[src/rtl/temp_packer_pkg.sv]
// Shared types and constants for the multi-channel temperature packer.
// Counter widths and parameter legality helpers live here.
package temp_packer_pkg;

  typedef enum logic [1:0] {
    IDLE,
    SAMPLE,
    WRITE,
    WAIT
  } state_t;

  localparam int DEF_DATA_W      = 8;
  localparam int DEF_OUT_W       = 12;
  localparam int DEF_HI_BITS     = 2;
  localparam int DEF_ADDR_W      = 11;
  localparam int DEF_N_CH        = 2;
  localparam int DEF_FRAME_WORDS = 20;
  localparam int DEF_LO_BASE     = 16;
  localparam int DEF_TRIG_ADDR   = 479;
  localparam int DEF_WR_BASE     = 479;
  localparam int DEF_STB_CYCLES  = 4;
  localparam int DEF_WE_GAP      = 28;

  // bits needed to hold 0..n-1
  function automatic int cnt_w(input int n);
    return (n < 2) ? 1 : $clog2(n);
  endfunction

  localparam int FRAME_CW = cnt_w(DEF_FRAME_WORDS);
  localparam int STB_CW   = cnt_w(DEF_STB_CYCLES);
  localparam int BURST_CW = cnt_w(DEF_WE_GAP + DEF_N_CH + 1);

  function automatic bit params_ok(
    input int data_w,
    input int out_w,
    input int hi_bits,
    input int addr_w,
    input int n_ch,
    input int frame_words,
    input int lo_base,
    input int trig_addr,
    input int wr_base,
    input int stb_cycles
  );
    bit ok;
    ok = 1'b1;
    if (hi_bits < 1 || hi_bits > data_w) ok = 1'b0;
    if (out_w < data_w + hi_bits) ok = 1'b0;
    if (n_ch < 1 || n_ch > 8) ok = 1'b0;
    if (frame_words < lo_base + 2 * n_ch) ok = 1'b0;
    if (stb_cycles < 1) ok = 1'b0;
    if (trig_addr >= (1 << addr_w)) ok = 1'b0;
    if (wr_base + n_ch > (1 << addr_w)) ok = 1'b0;
    return ok;
  endfunction

endpackage

[src/rtl/temp_packer_if.sv]
// Telemetry-in / orbit-RAM-out bundle of the temperature packer.
// master drives the byte stream, slave is the packer.
interface temp_packer_if
  import temp_packer_pkg::*;
#(
  parameter int DATA_W = DEF_DATA_W,
  parameter int OUT_W  = DEF_OUT_W,
  parameter int ADDR_W = DEF_ADDR_W
);
  logic [DATA_W-1:0] iData;
  logic [ADDR_W-1:0] iAddrRam;
  logic              strob;
  logic              SW;
  logic              test;
  logic [OUT_W-1:0]  orbWord;
  logic              WE;
  logic [ADDR_W-1:0] oWrAddr;
  logic              busy;

  modport master (
    output iData, iAddrRam, strob, SW,
    input  test, orbWord, WE, oWrAddr, busy
  );

  modport slave (
    input  iData, iAddrRam, strob, SW,
    output test, orbWord, WE, oWrAddr, busy
  );
endinterface

[src/rtl/temp_packer_mc_bit_sync.sv]
// Two-flop synchroniser for an asynchronous single-bit input.
// Both stages clear on the synchronous reset.
module bit_sync (
  input  logic clk,
  input  logic rst,
  input  logic d,
  output logic q
);
  logic meta;

  // shift the async bit through two flops
  always_ff @(posedge clk) begin
    if (rst) begin
      meta <= 1'b0;
      q    <= 1'b0;
    end else begin
      meta <= d;
      q    <= meta;
    end
  end
endmodule

[src/rtl/temp_packer_mc.sv]
// Multi-channel temperature packer: filters strobes, tracks the frame,
// assembles N_CH words and bursts them into orbit RAM on trigger.
module temp_packer_mc
  import temp_packer_pkg::*;
#(
  parameter int DATA_W      = DEF_DATA_W,
  parameter int OUT_W       = DEF_OUT_W,
  parameter int HI_BITS     = DEF_HI_BITS,
  parameter int ADDR_W      = DEF_ADDR_W,
  parameter int N_CH        = DEF_N_CH,
  parameter int FRAME_WORDS = DEF_FRAME_WORDS,
  parameter int LO_BASE     = DEF_LO_BASE,
  parameter int TRIG_ADDR   = DEF_TRIG_ADDR,
  parameter int WR_BASE     = DEF_WR_BASE,
  parameter int STB_CYCLES  = DEF_STB_CYCLES,
  parameter int WE_GAP      = DEF_WE_GAP
) (
  input logic          clk,
  input logic          rst,
  temp_packer_if.slave bus
);

  localparam int FCW = cnt_w(FRAME_WORDS);
  localparam int SCW = cnt_w(STB_CYCLES);
  localparam int BCW = cnt_w(WE_GAP + N_CH + 1);

  if (!params_ok(DATA_W, OUT_W, HI_BITS, ADDR_W, N_CH,
                 FRAME_WORDS, LO_BASE, TRIG_ADDR, WR_BASE,
                 STB_CYCLES)) begin : g_bad_params
    $error("temp_packer_mc: illegal parameter set");
  end

  logic syncStr;
  logic syncSW;
  logic oldSW;
  logic sw_edge;

  state_t            state;
  logic [FCW-1:0]    frame_k;
  logic [SCW-1:0]    stb_cnt;
  logic [BCW-1:0]    burst;
  logic [DATA_W-1:0] lo   [N_CH];
  logic [OUT_W-1:0]  word [N_CH];

  logic              test_q;
  logic              we_q;
  logic [OUT_W-1:0]  orb_q;
  logic [ADDR_W-1:0] addr_q;

  bit_sync u_sync_str (
    .clk (clk),
    .rst (rst),
    .d   (bus.strob),
    .q   (syncStr)
  );

  bit_sync u_sync_sw (
    .clk (clk),
    .rst (rst),
    .d   (bus.SW),
    .q   (syncSW)
  );

  assign sw_edge = syncSW != oldSW;

  // framing FSM; an SW edge overrides whatever the state did this cycle
  always_ff @(posedge clk) begin
    if (rst) begin
      state   <= IDLE;
      oldSW   <= 1'b0;
      frame_k <= '0;
      stb_cnt <= '0;
      burst   <= '0;
      test_q  <= 1'b0;
      we_q    <= 1'b0;
      orb_q   <= '0;
      addr_q  <= '0;
      for (int c = 0; c < N_CH; c++) begin
        lo[c]   <= '0;
        word[c] <= '0;
      end
    end else begin
      oldSW  <= syncSW;
      test_q <= 1'b0;

      unique case (state)
        IDLE: begin
          if (syncStr) begin
            if (stb_cnt == SCW'(STB_CYCLES - 1)) begin
              stb_cnt <= '0;
              state   <= SAMPLE;
            end else begin
              stb_cnt <= stb_cnt + 1'b1;
            end
          end else begin
            stb_cnt <= '0;
          end
        end

        SAMPLE: begin
          if (!sw_edge) begin
            for (int c = 0; c < N_CH; c++) begin
              if (frame_k == FCW'(LO_BASE + 2 * c))
                lo[c] <= bus.iData;
              if (frame_k == FCW'(LO_BASE + 2 * c + 1))
                word[c] <= OUT_W'({bus.iData[HI_BITS-1:0], lo[c]});
            end
          end
          if (frame_k == FCW'(FRAME_WORDS - 1)) begin
            frame_k <= '0;
            if (bus.iAddrRam == ADDR_W'(TRIG_ADDR)) begin
              burst <= '0;
              state <= WRITE;
            end else begin
              state <= WAIT;
            end
          end else begin
            frame_k <= frame_k + 1'b1;
            state   <= WAIT;
          end
        end

        WRITE: begin
          burst <= burst + 1'b1;
          we_q  <= 1'b0;
          for (int c = 0; c < N_CH; c++) begin
            if (burst == BCW'(WE_GAP + c)) begin
              we_q   <= 1'b1;
              addr_q <= ADDR_W'(WR_BASE + c);
              orb_q  <= word[c];
            end
          end
          if (burst == BCW'(WE_GAP + N_CH)) begin
            addr_q <= '0;
            state  <= WAIT;
          end
        end

        WAIT: begin
          if (!syncStr) begin
            we_q  <= 1'b0;
            state <= IDLE;
          end
        end

        default: state <= IDLE;
      endcase

      if (sw_edge) begin
        test_q  <= 1'b1;
        frame_k <= '0;
        burst   <= '0;
        if (state == WRITE) begin
          we_q   <= 1'b0;
          addr_q <= '0;
          state  <= WAIT;
        end
        if (state == SAMPLE)
          state <= WAIT;
      end
    end
  end

  assign bus.test    = test_q;
  assign bus.WE      = we_q;
  assign bus.orbWord = orb_q;
  assign bus.oWrAddr = addr_q;
  assign bus.busy    = state == WRITE;

endmodule
[src/flat_wrapper.sv]
// flat-port wrapper written by rule: the top's interface ports become plain ports
module temp_packer_mc_flat import temp_packer_pkg::*;
#(
  parameter int DATA_W      = DEF_DATA_W,
  parameter int OUT_W       = DEF_OUT_W,
  parameter int HI_BITS     = DEF_HI_BITS,
  parameter int ADDR_W      = DEF_ADDR_W,
  parameter int N_CH        = DEF_N_CH,
  parameter int FRAME_WORDS = DEF_FRAME_WORDS,
  parameter int LO_BASE     = DEF_LO_BASE,
  parameter int TRIG_ADDR   = DEF_TRIG_ADDR,
  parameter int WR_BASE     = DEF_WR_BASE,
  parameter int STB_CYCLES  = DEF_STB_CYCLES,
  parameter int WE_GAP      = DEF_WE_GAP
)
  (clk, rst, bus_iData, bus_iAddrRam, bus_strob, bus_SW, bus_test, bus_orbWord, bus_WE, bus_oWrAddr, bus_busy);
  temp_packer_if #(.DATA_W(DATA_W), .OUT_W(OUT_W), .ADDR_W(ADDR_W)) bus_i ();
  input logic clk;
  input logic rst;
  input wire logic [$bits(bus_i.iData)-1:0] bus_iData;
  input wire logic [$bits(bus_i.iAddrRam)-1:0] bus_iAddrRam;
  input wire logic [$bits(bus_i.strob)-1:0] bus_strob;
  input wire logic [$bits(bus_i.SW)-1:0] bus_SW;
  output wire logic [$bits(bus_i.test)-1:0] bus_test;
  output wire logic [$bits(bus_i.orbWord)-1:0] bus_orbWord;
  output wire logic [$bits(bus_i.WE)-1:0] bus_WE;
  output wire logic [$bits(bus_i.oWrAddr)-1:0] bus_oWrAddr;
  output wire logic [$bits(bus_i.busy)-1:0] bus_busy;
  assign bus_i.iData = bus_iData;
  assign bus_i.iAddrRam = bus_iAddrRam;
  assign bus_i.strob = bus_strob;
  assign bus_i.SW = bus_SW;
  assign bus_test = bus_i.test;
  assign bus_orbWord = bus_i.orbWord;
  assign bus_WE = bus_i.WE;
  assign bus_oWrAddr = bus_i.oWrAddr;
  assign bus_busy = bus_i.busy;
  temp_packer_mc #(.DATA_W(DATA_W), .OUT_W(OUT_W), .HI_BITS(HI_BITS), .ADDR_W(ADDR_W), .N_CH(N_CH), .FRAME_WORDS(FRAME_WORDS), .LO_BASE(LO_BASE), .TRIG_ADDR(TRIG_ADDR), .WR_BASE(WR_BASE), .STB_CYCLES(STB_CYCLES), .WE_GAP(WE_GAP)) u_core (.clk(clk), .rst(rst), .bus(bus_i));
endmodule
[config.mk]
export PLATFORM = sky130hd
export DESIGN_NAME = temp_packer_mc_flat
export DESIGN_NICKNAME = d
export VERILOG_FILES = /design/src/rtl/temp_packer_pkg.sv /design/src/rtl/temp_packer_if.sv /design/src/rtl/temp_packer_mc_bit_sync.sv /design/src/rtl/temp_packer_mc.sv /design/src/flat_wrapper.sv
export SDC_FILE = /design/constraint.sdc
export NUM_CORES = 1
export LEC_CHECK = 0
export CORE_MARGIN = 3
export CORE_UTILIZATION = 48
export CTS_CLUSTER_DIAMETER = 80
export DETAILED_ROUTE_END_ITERATION = 16
export PLACE_DENSITY = 0.75
export SYNTH_ARGS = -nofsm -noshare
export SYNTH_HDL_FRONTEND = slang
export SYNTH_SLANG_ARGS = --single-unit
[constraint.sdc]
create_clock -name clk -period 1.9 [get_ports clk]
set_input_delay 0.57 -clock clk [delete_from_list [all_inputs] [get_ports clk]]
set_output_delay 0.57 -clock clk [all_outputs]
set_load 0.1 [all_outputs]
==> reports/results.ini, run 1 <==
[power]
p_leak_nw = 1.692
power_density_nw_per_um2 = 695.3
irDropWorstVdd_v = 0.0005032

[setup_path]
cp-end-kind = primary output
criticalPathCategory = flip-flop to primary output
critPathBufInv = 3
cp_max_fo = 5
cp_cell_sequence = inv_1 -> buf_4 -> ha_4 -> buf_12
slowest_delay_ns = 0.35
crit_family = buffers and inverters
crit_slowest_cell = dfxtp_1
worstPathArrival_ns = 1.26
required_ns = 1.33
startpoint_type = flip-flop

[cts]
cts_tree = done
cts_sinks = 78
cts_hold_buf = 0
cts_buffers = 9
root_buffer = clkbuf_8
clk_path_buf_depth = 2
htreeDepth = 3
clk_latency_ns = 0.35
path_clk_slew_ns = 0.09

[placed_design]
dpl.cell_count = 443
dpl_cell_area_um2 = 4300
place.gp.congestion = 0.7938
place_hpwl_um = 4670
io_buffers = 46

[routing]
drt_pass1_iterations = 4
routed-via-count = 2365
drc_errors = 0
route.detailed.wl_per_inst_um = 14.05
wl_um = 6503
ant_nets = 0
drt_iter0_drc = 188
viasPerCell = 5.108

[final_layout]
drive_gt1_share_pct = 19.73
utilization_pct = 69.12
final_nets = 402
design_area_um2 = 4539
final_common_cell = dfxtp_1
syn2layout_area_growth_pct = 35.37
instances_no_fill = 463
diodes = 0
final_cell_mix = dfxtp_1, edfxtp_1, buf_12, and2_1, nor2_1

[floorplan]
rows = 29
die_h_um = 89.58
core_region_area_um2 = 6568
die_w_um = 89.58
ioPinCount = 49
dieArea_um2 = 8025
start_util_pct = 51.06

[synth]
seq_area_frac_synth_pct = 57.31
ys_ff_latch = 78
synth_area_um2 = 3353
yosys_warnings = 0
avgSynthCellArea_um2 = 11.14
yosysUniqueCellTypes = 47
synth_cells = 301

[sta]
finalCriticalPeriod_ns = 1.825
maxSlewViolCount = 0
hold_viol = 0
rsz0062_at_grt = no
final.period_utilization_pct = 96.06
setup_violations = 0
fmax_mhz = 547.9
skew_ns = 0.009323

[grt]
grt_start_max_net_pins = 27
grt_use_total_pct = 17.51
grt_pass1_vias = 2333
antenna_found_initial = 0
grt_overflow = 0
grt_pass1_wl_um = 10690

[job]
drv_cap = 0

[hold_path]
hp-class = flip-flop to flip-flop

[status]
status = finished clean

==> report_power, final <==
group          internal (mW)  switching (mW)
clock network          0.501           0.675
registers               1.79          0.0150
logic                 0.0853          0.0851
total                   2.38           0.775
==> final cells by class <==
type | instances | area (um^2)
fill | 468 | 2028
sequential | 78 | 1922
multi-input combinational | 202 | 1356
timing repair buffer | 67 | 933.4
clock buffer | 9 | 123.9
tap | 93 | 116.4
clock inverter | 7 | 61.31
inverter | 7 | 26.28
==> cell families (layout without fill, tap and decap cells) <==
group	after synthesis	after routing	synth area share [%]
AND/OR/NAND/NOR	122	122	19.81
flip-flops	78	78	57.31
AO/OA/AOI/OAI	57	57	12.24
buffers and inverters	22	90	3.060
adder cells (fa/ha/maj)	14	14	5.224
multiplexers	4	4	1.231
XOR/XNOR	3	3	1.008
other	1	2	0.1118
==> timing repair <==
| item | CTS | global route |
|---|---|---|
| pin swaps | 1 | 1 |
| buffers inserted | 3 | 1 |
| gates resized for setup | 1 | 1 |
| setup endpoints to repair | 21 | 14 |
==> stage by stage <==
| step | setup TNS (ns) | total power, mW | hold slack, ns | worst slack [ns] |
|---|---|---|---|---|
| after global routing | 0 | 3.282 | 0.4750 | 0.007228 |
| after CTS | 0 | 3.185 | 0.4456 | 0.07240 |
| after floorplan | 0 | 1.921 | 0.4138 | 0.03820 |
| after global placement | -4.324 | 2.013 | 0.4222 | -0.1856 |
| after detailed placement | -6.900 | 2.018 | 0.4239 | -0.2122 |
| final | 0 | 3.156 | 0.4437 | 0.07490 |
==> metal layers <==
layer	global-route usage [%]	up-vias	part of all wire, %
li1	-	1195	-
met1	21.72	1102	44
met2	29.26	64	51
met3	4.471	4	4.0
met4	6.901	0	0.69
met5	0	-	0
==> cell usage after synthesis (all sizes together) <==
library cell	count	area, um^2
dfxtp	42	840.8
and4bb	2	28.78
and3	2	12.51
mux2i	3	30.03
and3b	2	17.52
and4	1	8.760
edfxtp	36	1081
nand3	17	85.08
or3	3	18.77
a31o	2	17.52
inv	7	26.28
clkbuf	5	18.77
o21a	8	60.06
a41oi	1	27.53
nor2	26	97.59
o21bai	2	15.01
buf	10	57.56
a22o	1	8.760
nor3b	2	15.01
nor3	3	31.28
and2	27	168.9
a21boi	1	7.510
nand2	22	82.58
and4b	1	10.01
a311oi	10	87.58
ha	14	175.2
or2	1	6.260
xnor2	1	16.27
a32oi	1	8.760
nand2b	3	18.77
xor2	2	17.52
o22ai	3	18.77
mux2	1	11.26
o31ai	2	15.01
a21o	3	22.52
o21ai	9	45.04
a21oi	13	68.82
conb	1	3.750
nor2b	7	43.79
a211oi	1	7.510
nand4	3	18.77
==> path summary, 6_finish.rpt <==
kind / from / slack (ns) / to / cells past startpoint
min: u_core.u_sync_str.meta$_SDFF_PP0_ / 0.44 / u_core.u_sync_str.q$_SDFF_PP0_ / 1
max reg2reg: u_core.state[1]$_SDFF_PP0_ / 0.10 / u_core.burst[1]$_SDFFE_PP0P_ / 6
max: u_core.state[0]$_SDFF_PP0_ / 0.07 / bus_busy / 4
min reg2reg: u_core.u_sync_str.meta$_SDFF_PP0_ / 0.44 / u_core.u_sync_str.q$_SDFF_PP0_ / 1
No activity file was read; power rests on OpenSTA's default activity.
==> run 2, diff against run 1 <==
Settings changed: CORE_UTILIZATION 48 to 40, PLACE_DENSITY 0.75 to default.
==> reports/results.ini, run 2 (synthesis results as in run 1) <==
[grt]
grt_pass1_wl_um = 11110  ; +3.9%
grt_start_max_net_pins = 27  ; unchanged
grt_pass1_vias = 2252  ; -3.5%
grt_use_total_pct = 14.29  ; -3.2 points
grt_overflow = 0  ; unchanged
antenna_found_initial = 0  ; unchanged

[routing]
drt_iter0_drc = 114  ; -39%
drt_pass1_iterations = 4  ; unchanged
drc_errors = 0  ; unchanged
viasPerCell = 4.904  ; -4.0%
ant_nets = 0  ; unchanged
routed-via-count = 2300  ; -2.7%
wl_um = 6343  ; -2.5%
route.detailed.wl_per_inst_um = 13.52  ; -3.7%

[final_layout]
fillCellCount = 675  ; +44%
diodes = 0  ; unchanged
final_common_cell = dfxtp_1
final_nets = 399  ; -0.75%
regArea_um2 = 1926  ; +0.20%
design_area_um2 = 4517  ; -0.50%
final_cell_mix = dfxtp_1, edfxtp_1, buf_12, and2_1, nor2_1
utilization_pct = 56.98  ; -12 points
syn2layout_area_growth_pct = 34.70
multi_input_area_um2 = 1358  ; about the same
drive_gt1_share_pct = 20.16  ; +0.43 points

[placed_design]
place.gp.congestion = 0.7887  ; -0.64%
place_hpwl_um = 4733  ; +1.4%
dpl_cell_area_um2 = 4319  ; +0.44%
io_buffers = 46  ; unchanged
pre_cts_slack_ns = -0.2188  ; -0.006613 ns

[setup_path]
rr_startpoint = u_core.frame_k[0]$_SDFFE_PP0P_
cp-end-kind = primary output
reg2reg_depth = 6  ; unchanged
reg2reg_slack_ns = 0.14  ; +0.04 ns
worstPathArrival_ns = 1.26  ; about the same
cp_max_fo = 5  ; unchanged
criticalPathCategory = flip-flop to primary output
r2r-end = u_core.burst[2]$_SDFFE_PP0P_
required_ns = 1.33  ; about the same
startpoint_type = flip-flop

[power]
power_density_nw_per_um2 = 687.0  ; -1.2%
p_sw_share_pct = 23.64  ; -0.92 points
seq_power_share_pct = 58.3  ; +1.0 points
power.net_switching_mw = 0.7335  ; -5.4%
p_leak_nw = 1.662  ; -1.8%
p_clk_share_pct = 36.2  ; -1.1 points
p_int_mw = 2.370  ; -0.48%
irDropWorstVdd_v = 0.0006322  ; +26%
combPwrFrac_pct = 5.5  ; about the same

[floorplan]
rows = 32  ; +10%
core_region_area_um2 = 7928  ; +21%
die_w_um = 97.56  ; +8.9%
ioPinCount = 49  ; unchanged
dieArea_um2 = 9518  ; +19%
start_util_pct = 42.30  ; -8.8 points
die_h_um = 97.56  ; +8.9%

[cts]
path_clk_slew_ns = 0.09  ; about the same
cts_buffers = 9  ; unchanged
root_buffer = clkbuf_8
clk_latency_ns = 0.34  ; about the same
htreeDepth = 3  ; unchanged
cts_sinks = 78  ; unchanged
cts_tree = done
clk_path_buf_depth = 2  ; unchanged

[sta]
maxSlewViolCount = 0  ; unchanged
rsz0062_at_grt = no
tns_ns = 0  ; unchanged
fmax_mhz = 545.9  ; -0.37%
final.period_utilization_pct = 96.42  ; +0.36 points
setup_slack_ns = 0.06810  ; -0.006797 ns
skew_ns = 0.01021  ; +0.0008898 ns
hold_viol = 0  ; unchanged
hold_ws_ns = 0.4424  ; -0.001316 ns
finalCriticalPeriod_ns = 1.832  ; +0.006797 ns
setup_violations = 0  ; unchanged

[job]
drv_cap = 0  ; unchanged

[status]
status = finished clean

[hold_path]
hold_end = u_core.u_sync_sw.q$_SDFF_PP0_
hold-path-cell-count = 1  ; unchanged
hp-class = flip-flop to flip-flop
min_from = u_core.u_sync_sw.meta$_SDFF_PP0_

==> run 2: area by class of cell <==
type                       instances  share of cell area (%)
inverter                           7                  0.5817
clock buffer                       9                   2.742
tap                              102                   2.825
multi-input combinational        202                   30.06
sequential                        78                   42.63
clock inverter                     7                   1.274
timing repair buffer              64                   19.89
==> run 2: power groups by stage <==
| stage | Clock [mW] | Sequential (mW) | Combinational (mW) |
|---|---|---|---|
| finish | 1.12 | 1.81 | 0.170 |
| global route | 1.24 | 1.81 | 0.184 |
| CTS | 1.16 | 1.81 | 0.171 |
| detailed placement | 0 | 1.85 | 0.171 |
| global placement | 0 | 1.85 | 0.169 |
| floorplan | 0 | 1.85 | 0.0717 |
==> run 2: metrics by stage <==
step | power, mW | instances
4_1_cts | 3.144 | 469
2_1_floorplan | 1.921 | 302
5_1_grt | 3.235 | 469
6_report | 3.103 | 469
3_3_place_gp | 2.017 | 453
3_5_place_dp | 2.018 | 453
==> run 2: how the worst max path moves through the flow <==
stage	from	to	slack, ns	cells past startpoint
detailed placement	bus_iAddrRam[10]	u_core.burst[1]$_SDFFE_PP0P_	-0.22	5
global placement	bus_iAddrRam[10]	u_core.burst[1]$_SDFFE_PP0P_	-0.20	5
global route	u_core.frame_k[0]$_SDFFE_PP0P_	u_core.burst[2]$_SDFFE_PP0P_	0.0005	6
finish	u_core.state[0]$_SDFF_PP0_	bus_busy	0.07	4
CTS	u_core.state[1]$_SDFF_PP0_	u_core.word[0][18]$_DFFE_PP_	0.03	5
floorplan	u_core.frame_k[0]$_SDFFE_PP0P_	u_core.word[0][10]$_SDFFCE_PP0P_	0.04	4
==> run 2: critical path: stages (launching register included) <==
cell     delay [ns]
dfxtp_2        0.38
inv_1          0.07
buf_4          0.14
ha_4           0.17
buf_12         0.16
==> run 2: timing repair <==
action	CTS	global route
buffers inserted	0	0
gates resized for setup	1	5
pin swaps	0	1
cloned	0	0
endpoints found under the setup margin	1	39
hold buffers	0	0
==> run 2: per-layer routing <==
layer | up-vias | global-route usage, % | part of all wire, %
met5 | - | 0 | 0
met4 | 0 | 4.792 | 1.4
met3 | 7 | 3.661 | 3.5
met2 | 36 | 22.25 | 46
met1 | 1062 | 19.42 | 49
li1 | 1195 | - | -
==> run 3, diff against run 2 <==
Settings changed: CORE_ASPECT_RATIO from default to 1.1, SYNTH_HIERARCHICAL from default to 1.
==> reports/results.ini, run 3 <==
[status]
status = finished clean

[sta]
hold_viol = 0  ; unchanged
tns_ns = 0  ; unchanged
maxSlewViolCount = 0  ; unchanged
relSlewSlack_pct = 62.86
fmax_mhz = 542.8  ; -0.57%
final.period_utilization_pct = 96.97  ; +0.55 points
setup_violations = 0  ; unchanged
skew_ns = 0.009414  ; -0.0007990 ns
rsz0062_at_grt = yes
finalCriticalPeriod_ns = 1.842  ; +0.01046 ns
hold_ws_ns = 0.4639  ; +0.02155 ns
tightest_slew_ns = 0.5571

[synth]
synth_area_um2 = 3367  ; +0.41%
synth_flop_cell = dfxtp_1
synth_cells = 298  ; -1.0%
synth_most_common_cell = dfxtp_1
synth-edff-count = 36  ; unchanged
synth_top_area_share_pct = 32.11  ; -0.13 points
ys_top_cells_by_area = edfxtp_1, dfxtp_1, ha_1
async_reset_ff_share_pct = 0  ; unchanged
synth.top_cells.by_count = dfxtp_1, edfxtp_1, and2_1
synth.largest_area_cell = edfxtp_1
seq_area_frac_synth_pct = 57.08  ; -0.23 points
avgSynthCellArea_um2 = 11.30  ; +1.4%
ys_ff_latch = 78  ; unchanged
yosysUniqueCellTypes = 47  ; unchanged
yosys_warnings = 6  ; +6

[cts]
path_clk_slew_ns = 0.09  ; about the same
cts_sinks = 78  ; unchanged
cts_tree = done
cts_hold_buf = 0  ; unchanged
cts_buffers = 9  ; unchanged
htreeDepth = 3  ; unchanged
clk_path_buf_depth = 2  ; unchanged
root_buffer = clkbuf_8
clk_latency_ns = 0.34  ; about the same

[power]
irDropWorstVdd_v = 0.0004065  ; -36%
p_leak_nw = 1.815  ; +9.3%
finalPower_mw = 3.145  ; +1.4%
power_density_nw_per_um2 = 673.1  ; -2.0%

[final_layout]
final_nets = 415  ; +4.0%
final_common_cell = dfxtp_1
diodes = 0  ; unchanged
utilization_pct = 58.12  ; +1.1 points
fillCellCount = 683  ; +1.2%
drive_gt1_share_pct = 24.02  ; +3.9 points
regArea_um2 = 1923  ; -0.13%
multi_input_area_um2 = 1389  ; +2.3%
syn2layout_area_growth_pct = 38.80
final_cell_mix = dfxtp_1, edfxtp_1, buf_4, buf_12, and2_1
instances_no_fill = 491  ; +4.7%

[routing]
ant_nets = 0  ; unchanged
routed-via-count = 2369  ; +3.0%
drc_errors = 0  ; unchanged
wl_um = 6447  ; +1.6%
route.detailed.wl_per_inst_um = 13.13  ; -2.9%
viasPerCell = 4.825  ; -1.6%
drt_iter0_drc = 75  ; -34%
drt_pass1_iterations = 4  ; unchanged

[floorplan]
die_h_um = 102.2  ; +4.8%
rows = 34  ; +6.3%
die_w_um = 93.48  ; -4.2%
core_region_area_um2 = 8040  ; +1.4%
dieArea_um2 = 9555  ; +0.39%
start_util_pct = 41.88  ; -0.42 points
ioPinCount = 49  ; unchanged

[hold_path]
hp-class = flip-flop to flip-flop
hold_end = u_core/u_sync_sw/q$_SDFF_PP0_
min_from = u_core/u_sync_sw/meta$_SDFF_PP0_
hold-path-cell-count = 1  ; unchanged

[grt]
grt_pass1_vias = 2293  ; +1.8%
grt_overflow = 0  ; unchanged
grt_start_max_net_pins = 19  ; -30%
grt_use_total_pct = 14.46  ; +0.18 points
grt_pass1_wl_um = 10760  ; -3.1%
antenna_found_initial = 0  ; unchanged

[placed_design]
place.gp.congestion = 0.7521  ; -4.6%
io_buffers = 46  ; unchanged
place_hpwl_um = 5018  ; +6.0%
dpl.cell_count = 474  ; +4.6%

[setup_path]
crit_slowest_cell = clkdlybuf4s50_1
reg2reg_slack_ns = 0.11  ; -0.03 ns
cp_cell_sequence = clkdlybuf4s50_1 -> nand4bb_4 -> o41ai_4 -> buf_4 -> o21ai_2 -> a32o_2
rr_startpoint = u_core/frame_k[3]$_SDFFE_PP0P_
worstPathArrival_ns = 2.09  ; +0.83 ns
slowest_delay_ns = 0.41  ; +0.03 ns
cp-end-kind = flip-flop
cp_max_fo = 7  ; +2
criticalPathCategory = primary input to flip-flop
r2r-end = u_core/state[0]$_SDFF_PP0_
required_ns = 2.15  ; +0.82 ns
reg2reg_depth = 5  ; -1
startpoint_type = primary input

[job]
drv_cap = 0  ; unchanged

[run 3: changes by cell type after synthesis, sizes merged, moves of 3 or more]
| cell | previous run | this run |
|---|---|---|
| a21oi | 13 | 7 |
| a32o | 0 | 3 |
| o22ai | 3 | 0 |
| o41ai | 0 | 3 |
| or3 | 3 | 0 |
[run 3: worst max path at each step]
stage,slack (ns),to,from,cells after the start
finish,0.06,u_core/burst[2]$_SDFFE_PP0P_,bus_iAddrRam[10],6
global route,-0.001,u_core/burst[2]$_SDFFE_PP0P_,bus_iAddrRam[10],6
global placement,-0.31,u_core/burst[4]$_SDFFE_PP0P_,bus_iAddrRam[8],6
floorplan,0.1,u_core/word[0][10]$_SDFFCE_PP0P_,u_core/state[1]$_SDFF_PP0_,5
detailed placement,-0.32,u_core/burst[4]$_SDFFE_PP0P_,bus_iAddrRam[10],6
CTS,0.004,bus_busy,u_core/state[0]$_SDFF_PP0_,4
[run 3: what timing repair did]
item                       CTS  global route
setup endpoints to repair   31            12
setup buffers                0             1
hold endpoints to repair     0             0
pin swaps                    0             1
resized for setup            3             2
[run 3: kinds of logic after synthesis]
kind of cell | count (synthesis) | share of synthesized area [%]
multiplexers | 3 | 0.9290
buffers and inverters | 22 | 2.973
flip-flops | 78 | 57.08
other | 1 | 0.1114
adder cells (fa/ha/maj) | 14 | 5.203
AND/OR/NAND/NOR | 122 | 19.92
XOR/XNOR | 5 | 1.524
AO/OA/AOI/OAI | 53 | 12.26
[run 3: report_power, final]
group	internal (mW)	switching (mW)	leakage, nW
Combinational	0.0868	0.0876	1.02
Clock	0.506	0.669	0.0907
Sequential	1.78	0.0123	0.705
Total	2.38	0.769	1.82
[run 3: cell type report]
class                   count  share of cell area [%]
repair buffers             82                   21.58
inverters                   8                  0.6426
clock inverters             7                   1.365
clock buffers               9                   2.651
flip-flops and latches     78                   41.15
multi-input cells         199                   29.72
well taps                 108                   2.892
[run 3: metal layers]
layer  global-route usage, %  routed length (um)  vias up  share of wire, %
met2                   23.38                3061       46                47
met5                       0                   0        -                 0
met4                   5.073                  98        0               1.5
met1                   18.86                3047     1090                47
met3                   3.829                 240        6               3.7
li1                        -                   -     1227                 -
[run 3: worst max-delay path, delay by kind of cell]
kind | cells | cell delay (ns)
AOI/OAI and AO/OA | 3 | 0.65
and+or+nand+nor | 1 | 0.25
buffers and inverters | 2 | 0.60
[run 3: metrics by stage]
| step | setup slack, ns | area, um^2 |
|---|---|---|
| after floorplan | 0.09686 | 3388 |
| after global routing | -0.0009992 | 4673 |
| after global placement | -0.3094 | 4442 |
| after CTS | 0.004153 | 4649 |
| final | 0.05764 | 4673 |
| after detailed placement | -0.3201 | 4442 |
